==> src/rtl/life_array_grid.sv <==
// life_array_grid: ROWS x COLS Conway Game of Life cell array.
// One register bit per cell. Supports a random-access cell write, a serial
// scan chain for bulk load and readback, free-running or single-step
// evolution, and a generation counter with stable and extinct flags.
// Build option: define WRAP_EN for a toroidal boundary. When it is left
// undefined, neighbours that fall off the grid read as dead.
//
// Ports:
//   clk, reset           clock; asynchronous active-high reset
//   alive                cell state, bit index = row*COLS+col
//   row, col, val        write address and data
//   write_enb            cell write strobe
//   run                  evolve one generation every cycle while high
//   step                 evolve one generation per cycle high (ignored while run=1)
//   scan                 shift the scan chain one position per cycle
//   scan_write_val/enb   serial input; when enb=0 the chain rotates
//   scan_read_val        serial output = alive[0] (combinational)
//   scan_done            one-cycle pulse after ROWS*COLS consecutive scan cycles
//   generation           evolutions since reset; wraps to zero
//   stable               last evolution produced no change
//   extinct              alive == 0 (combinational)
module life_array_grid #(
    parameter int unsigned ROWS  = 8,
    parameter int unsigned COLS  = 8,
    parameter int unsigned GEN_W = 16,
    parameter int unsigned RW    = $clog2(ROWS),
    parameter int unsigned CW    = $clog2(COLS)
) (
    input  logic                 clk,
    input  logic                 reset,
    output logic [ROWS*COLS-1:0] alive,
    input  logic [RW-1:0]        row,
    input  logic [CW-1:0]        col,
    input  logic                 val,
    input  logic                 write_enb,
    input  logic                 run,
    input  logic                 step,
    input  logic                 scan,
    input  logic                 scan_write_val,
    input  logic                 scan_write_enb,
    output logic                 scan_read_val,
    output logic                 scan_done,
    output logic [GEN_W-1:0]     generation,
    output logic                 stable,
    output logic                 extinct
);

    localparam int unsigned N   = ROWS * COLS;
    localparam int unsigned SCW = (N > 1) ? $clog2(N) : 1;

    logic [N-1:0]     alive_q, alive_d;
    logic [GEN_W-1:0] gen_q, gen_d;
    logic             stable_q, stable_d;
    logic             scan_done_q, scan_done_d;
    logic [SCW-1:0]   scan_cnt_q, scan_cnt_d;

    logic [N-1:0]               next_gen_c;
    logic [N-1:0]               wr_sel_c;
    logic [ROWS+1:0][COLS+1:0]  pad_c;
    logic                       scan_tail_c;

    // Grid surrounded by a one-cell halo: wrapped copies or constant dead cells.
    for (genvar pr = 0; pr < ROWS + 2; pr++) begin : g_pad_r
        for (genvar pc = 0; pc < COLS + 2; pc++) begin : g_pad_c
`ifdef WRAP_EN
            localparam int unsigned SR = (pr + ROWS - 1) % ROWS;
            localparam int unsigned SC = (pc + COLS - 1) % COLS;
            assign pad_c[pr][pc] = alive_q[SR*COLS + SC];
`else
            if (pr >= 1 && pr <= ROWS && pc >= 1 && pc <= COLS) begin : g_in
                assign pad_c[pr][pc] = alive_q[(pr-1)*COLS + (pc-1)];
            end else begin : g_halo
                assign pad_c[pr][pc] = 1'b0;
            end
`endif
        end
    end

    // Per-cell neighbour count, life rule and write decode.
    for (genvar r = 0; r < ROWS; r++) begin : g_row
        for (genvar c = 0; c < COLS; c++) begin : g_col
            logic [3:0] nbr_c;
            assign nbr_c = 4'(pad_c[r][c])   + 4'(pad_c[r][c+1])   + 4'(pad_c[r][c+2])
                         + 4'(pad_c[r+1][c])                       + 4'(pad_c[r+1][c+2])
                         + 4'(pad_c[r+2][c]) + 4'(pad_c[r+2][c+1]) + 4'(pad_c[r+2][c+2]);
            assign next_gen_c[r*COLS + c] = (nbr_c == 4'd3) ||
                                            (alive_q[r*COLS + c] && (nbr_c == 4'd2));
            // An out-of-range address matches no cell, so the write is dropped.
            assign wr_sel_c[r*COLS + c] = write_enb && (row == RW'(r)) && (col == CW'(c));
        end
    end

    assign scan_tail_c = scan_write_enb ? scan_write_val : alive_q[0];

    // Next state: scan beats write beats evolve; one action per cycle.
    always_comb begin
        alive_d     = alive_q;
        gen_d       = gen_q;
        stable_d    = stable_q;
        scan_cnt_d  = '0;
        scan_done_d = 1'b0;
        if (scan) begin
            alive_d     = {scan_tail_c, alive_q[N-1:1]};
            stable_d    = 1'b0;
            scan_done_d = (scan_cnt_q == SCW'(N - 1));
            scan_cnt_d  = scan_done_d ? '0 : scan_cnt_q + SCW'(1);
        end else if (write_enb) begin
            if (|wr_sel_c) begin
                alive_d  = (alive_q & ~wr_sel_c) | (wr_sel_c & {N{val}});
                stable_d = 1'b0;
            end
        end else if (run || step) begin
            alive_d  = next_gen_c;
            gen_d    = gen_q + GEN_W'(1);
            stable_d = (next_gen_c == alive_q);
        end
    end

    // State registers.
    always_ff @(posedge clk or posedge reset) begin
        if (reset) begin
            alive_q     <= '0;
            gen_q       <= '0;
            stable_q    <= 1'b0;
            scan_done_q <= 1'b0;
            scan_cnt_q  <= '0;
        end else begin
            alive_q     <= alive_d;
            gen_q       <= gen_d;
            stable_q    <= stable_d;
            scan_done_q <= scan_done_d;
            scan_cnt_q  <= scan_cnt_d;
        end
    end

    assign alive         = alive_q;
    assign generation    = gen_q;
    assign stable        = stable_q;
    assign scan_done     = scan_done_q;
    assign scan_read_val = alive_q[0];
    assign extinct       = (alive_q == '0);

endmodule

==> config.mk <==
export PLATFORM = sky130hd
export DESIGN_NAME = life_array_grid
export DESIGN_NICKNAME = d
export VERILOG_FILES = /design/src/rtl/life_array_grid.sv
export SDC_FILE = /design/constraint.sdc
export NUM_CORES = 1
export LEC_CHECK = 0
export ABC_AREA = 0
export BUFFER_PORTS_ARGS = -buffer_cell sky130_fd_sc_hd__buf_2
export CAP_MARGIN = 15
export CORE_ASPECT_RATIO = 0.75
export CORE_MARGIN = 10
export CORE_UTILIZATION = 41
export CTS_BUF_LIST = sky130_fd_sc_hd__clkbuf_16
export DETAILED_ROUTE_END_ITERATION = 10
export PLACE_DENSITY = 0.64
export RECOVER_POWER = 100
export SYNTH_ARGS = -nofsm -noshare
export SYNTH_HDL_FRONTEND = slang
export SYNTH_SLANG_ARGS = --single-unit
==> constraint.sdc <==
create_clock -name clk -period 12.04 [get_ports clk]
set_clock_uncertainty 0.05 [all_clocks]
set_input_delay 0 -clock clk [delete_from_list [all_inputs] [get_ports clk]]
set_output_delay 0 -clock clk [all_outputs]
set_load 0.03 [all_outputs]
## Word-level counts from Yosys, hierarchy flattened

Cells that the tools add are included.

| storage, ports and cells | value |
|---|---|
| latch bits | 0 |
| output and inout bits | 84 |
| register bits | 88 |
| memory bits (read-only) | 0 |
| memories | 0 |
| RAM bits | 0 |
| input port bits | 15 |
| logic and storage cells | 727 |

| operators by class | value |
|---|---|
| mux-type cells | 12 |
| reductions and logical operators | 208 |
| shift operators | 0 |
| $lt $le $gt $ge | 0 |
| bitwise operators | 6 |
| equal/unequal tests | 145 |
| $add $sub $neg | 351 |
| $mul | 0 |
| divide/modulo/power cells | 0 |

Operators by type and width:

| cell | number |
|---|---|
| 4-bit by 1-bit adder with 4-bit output | 179 |
| 4-bit by 2-bit == test with 1-bit output, second input constant | 122 |
| 64-bit two-way mux | 4 |
| 3-bit by 1-bit adder with 4-bit output | 55 |
| 2-bit by 1-bit adder with 3-bit output | 58 |
| 1-bit logical AND | 136 |
| 64-bit bitwise AND | 2 |
| 1-bit by 1-bit adder with 2-bit output | 57 |
| 1-bit logical OR | 65 |
| 64-bit == test | 1 |
| 64-bit logical NOT | 1 |
| 64-bit NOT | 1 |
| 64-bit bitwise OR | 1 |
| 64-bit OR reduction | 1 |
| 3-bit by 2-bit == test with 1-bit output, second input constant | 10 |
| 3-bit == test, second input constant | 8 |
| 16-bit by 1-bit adder with 16-bit output, second input constant | 1 |
| 6-bit two-way mux | 2 |
| 6-bit by 1-bit adder with 6-bit output, second input constant | 1 |
| 3-bit by 1-bit == test with 1-bit output, second input constant | 2 |
| 6-bit == test, second input constant | 1 |
| 3-bit logical NOT | 2 |
| 1-bit two-way mux | 6 |
| 3-bit by 1-bit != test with 1-bit output, second input constant | 1 |
| 4 further kinds | 5 |

## Logic depth before layout (Yosys ltp)

| logic depth | value |
|---|---|
| word-level depth | 14 |
| depth in mapped cells | 14 |
| mapped depth without buffers | 14 |

## Least setup slack after synthesis

No wires, ideal clock.

| timing | value |
|---|---|
| kind | register -> register |
| from | register (tool-made name) |
| to | register stable_q, in the netlist stable |
| clock period less this slack | 4.701 ns |
| stages on the path, launching flop included | 15 |
| data arrival time | 4.585 ns |
| path slack | 7.339 ns |
| data required time | 11.924 ns |
| path through | dfrtp_1 > inv_1 > fa_1 > fa_1 > fa_1 > inv_1 > ha_1 > fa_1 > nand3b_1 > o32ai_1 > nor4b_1 > o2111ai_1 > or4_1 > nor4_1 > a22o_1 |

RTL lines:

| element | RTL line | text |
|---|---|---|
| end signal, assigned | 130 | `stable_q <= stable_d;` |
| end, declared | 53 | `logic stable_q, stable_d;` |

==> flow_metrics.py <==
metrics = {
    "status": {
        "status": "complete, but fails checks",
        "violations": "max-capacitance violations, max-slew violations",
    },
    "clock_tree": {
        "numClockSinks": 88,
        "cts.clk_slew.worst_paths_ns": 0.09,
        "cts_resized": 0,
        "cts_made_buffers": 9,
        "htree_num_levels": 3,
        "worstSkewPairLatency_ns": 0.39,
        "cts_root_buf": "clkbuf_16",
        "post_cts_buffers": 0,
        "clk_path_buf_depth": 2,
        "cts_tree": "built",
    },
    "grt": {
        "grt_max_degree": 65,
        "overflow": 0,
        "antenna_found_initial": 0,
        "grt_pass1_vias": 13200,
        "grt_pass1_wl_um": 86700,
        "grtUsageTotal": 0.263,
    },
    "place": {
        "place_inst": 2202,
        "pre_cts_ws_ns": 6.70,
        "placement.io_buffers": 98,
        "place_congestion": 1.01,
        "hpwlAfterDp_um": 44600,
    },
    "routing": {
        "wirelength_um": 57300,
        "via_count": 13600,
        "met2_length_um": 23800,
        "vias_per_cell": 6.10,
        "wire_per_inst_um": 25.8,
        "wl_met3_um": 6960,
        "antenna_left": 0,
        "highest_layer": "met4",
        "drt-met1-wl_um": 24800,
        "initialDrtViolationCount": 1918,
        "drcViolationCount": 0,
        "first_pass_iters": 6,
    },
    "timing": {
        "report.final.slew_viol_count": 218,
        "report.final.hold_viol_count": 0,
        "worst_slack_ns": 4.01,
        "tightest_slew_ns": 3.89,
        "rsz0062_at_grt": "no",
        "finalSetupTns_ns": 0,
        "fin_crit_sh": 0.667,
        "setup_viol": 0,
        "period_minus_slack_ns": 8.03,
        "maxSlewHeadroom": -1.59,
        "clock.fmax_mhz": 125,
    },
    "synthesis": {
        "synth_area_leaders": "fa_1 (27%), dfrtp_1 (15%), ha_1 (14%)",
        "yosys-top-cells-count": "inv_1 (269), fa_1 (196), nor2_1 (170)",
        "synth-edff-count": 0,
        "syn-num-nets": 2059,
        "netlist_area_um2": 14700,
        "yosysTopAreaCellShare": 0.268,
        "async_reset_ff_frac": 1.00,
        "yosys_warnings": 0,
        "ys_ff_latch": 88,
        "syn_inst": 1684,
        "synth.most_common_cell": "inv_1",
        "ys_seq_area_frac": 0.150,
        "synth_cell_types": 66,
        "synthFlopType": "dfrtp_1",
        "synth_area_leader_cell": "fa_1",
        "synth.avg_cell_area_um2": 8.70,
    },
    "worst_setup_path": {
        "worst-setup-path-type": "in -> reg",
        "cp_slowest_cell": "clkbuf_1",
        "startpoint": "scan",
        "r2r-end": "stable",
        "cp.required_ns": 12.19,
        "worstPathMaxFanout": 64,
        "worstSetupStartpointType": "input pin",
        "rrSetupSlack_ns": 6.54,
        "critPathMaxStageDelay_ns": 2.72,
        "critPathCaptureType": "register",
        "path_cells": "buf_2 -> clkbuf_1 -> inv_1 -> nand2_1 -> o21ai_0 -> a2111oi_0 -> a21oi_1",
        "reg2regPathDepth": 14,
        "critPathArrivalTime_ns": 8.18,
    },
    "die": {
        "start_util": 0.419,
        "ios": 99,
        "die_area_um2": 43800,
        "rows": 59,
        "die_w_um": 238,
        "die_h_um": 184,
        "core_area_um2": 35000,
    },
    "cells_and_area": {
        "nNetsFinal": 2135,
        "diodes": 0,
        "areaGrowthSynthToFinish_pct": 8.14,
        "stdcell_count": 2222,
        "drive_gt1_frac": 0.0397,
        "final_util": 0.453,
    },
    "flow_run": {
        "maxCapViolations": 4,
    },
    "hold_path": {
        "hold_path.class": "in -> reg",
    },
}
timing repair:
item                                    in CTS  in global routing
hold endpoints to repair                    31                  0
endpoints found under the setup margin       0                  0
hold buffers                                 1                  0
area by class of cell:
class	count	area [um2]
Sequential cell	88	2200
Multi-Input combinational cell	1276	11200
Clock inverter	7	72.6
Tap cell	457	572
Inverter	269	1010
Timing Repair Buffer	116	523
Clock buffer	9	225
Fill cell	3446	19100
metrics by stage:
step | hold slack (ns) | cell area, um2
6_report | 0.160 | 15900
5_1_grt | 0.192 | 15900
4_1_cts | 0.148 | 15900
3_5_place_dp | 0.00569 | 15600
3_3_place_gp | 0.00265 | 15600
2_1_floorplan | 0.243 | 14700
cells by family after synthesis:
family | Yosys count | synth area share
fa+ha+maj | 360 | 0.408
simple gates | 518 | 0.182
buf+inv | 320 | 0.0830
flops | 88 | 0.150
compound gates | 356 | 0.150
mux | 16 | 0.0114
xor+xnor | 26 | 0.0155
cell usage in the layout (no fill, tap or decap), types with 6 or more instances in the layout:
cell type  synthesis  layout
o21ai_0           72      72
a222oi_1           8       8
nor2_1           170     170
and2_1             9       9
a31oi_1           28      28
o221ai_1           7       7
nor3_1            37      37
a221oi_1          14      14
nand3_1           22      22
buf_2              3      14
or2_2             11      12
inv_1            269     268
fa_1             196     196
nor4_1            18      18
xor2_1             6       6
nor4b_1            6       6
ha_1             164     164
and3_1            12      12
nand2_1           81      81
o2111ai_1          7       7
nand3b_1          14      14
a22oi_1           28      28
dfrtp_1           88      88
nand4_1           29      29
a211oi_1          11      11
a21oi_1          143     143
clkbuf_1          45      86
xnor2_1           20      20
buf_4              3      13
mux2i_1           11      11
a2111oi_0          8       8
nor2b_1           20      20
nor3b_1           14      14
clkbuf_16          0       9
nand2b_1          44      44
worst min-delay path by stage:
stage	end	slack, ns	start	cells past startpoint
global placement	scan_done	0.003	reset	2
global route	register	0.19	row[1]	5
detailed placement	scan_done	0.006	reset	2
CTS	scan_done	0.15	reset	3
floorplan	register	0.24	run	3
finish	generation[0]	0.16	run	4
worst max-delay path, delay by kind of cell:
family                 cells  cell delay [ns]
buffers and inverters      3             4.39
AO/OA/AOI/OAI              3             1.19
AND/OR/NAND/NOR            1             2.53
routing by layer:
metal	vias to the layer above	track usage
met4	0	0.0836
met1	6701	0.377
met2	847	0.379
met3	105	0.0635
met5	-	0
li1	5908	-
Power is left out: the tool's default activity adds up to more than one toggle a clock period on the data nets, which glitch-free logic cannot reach.
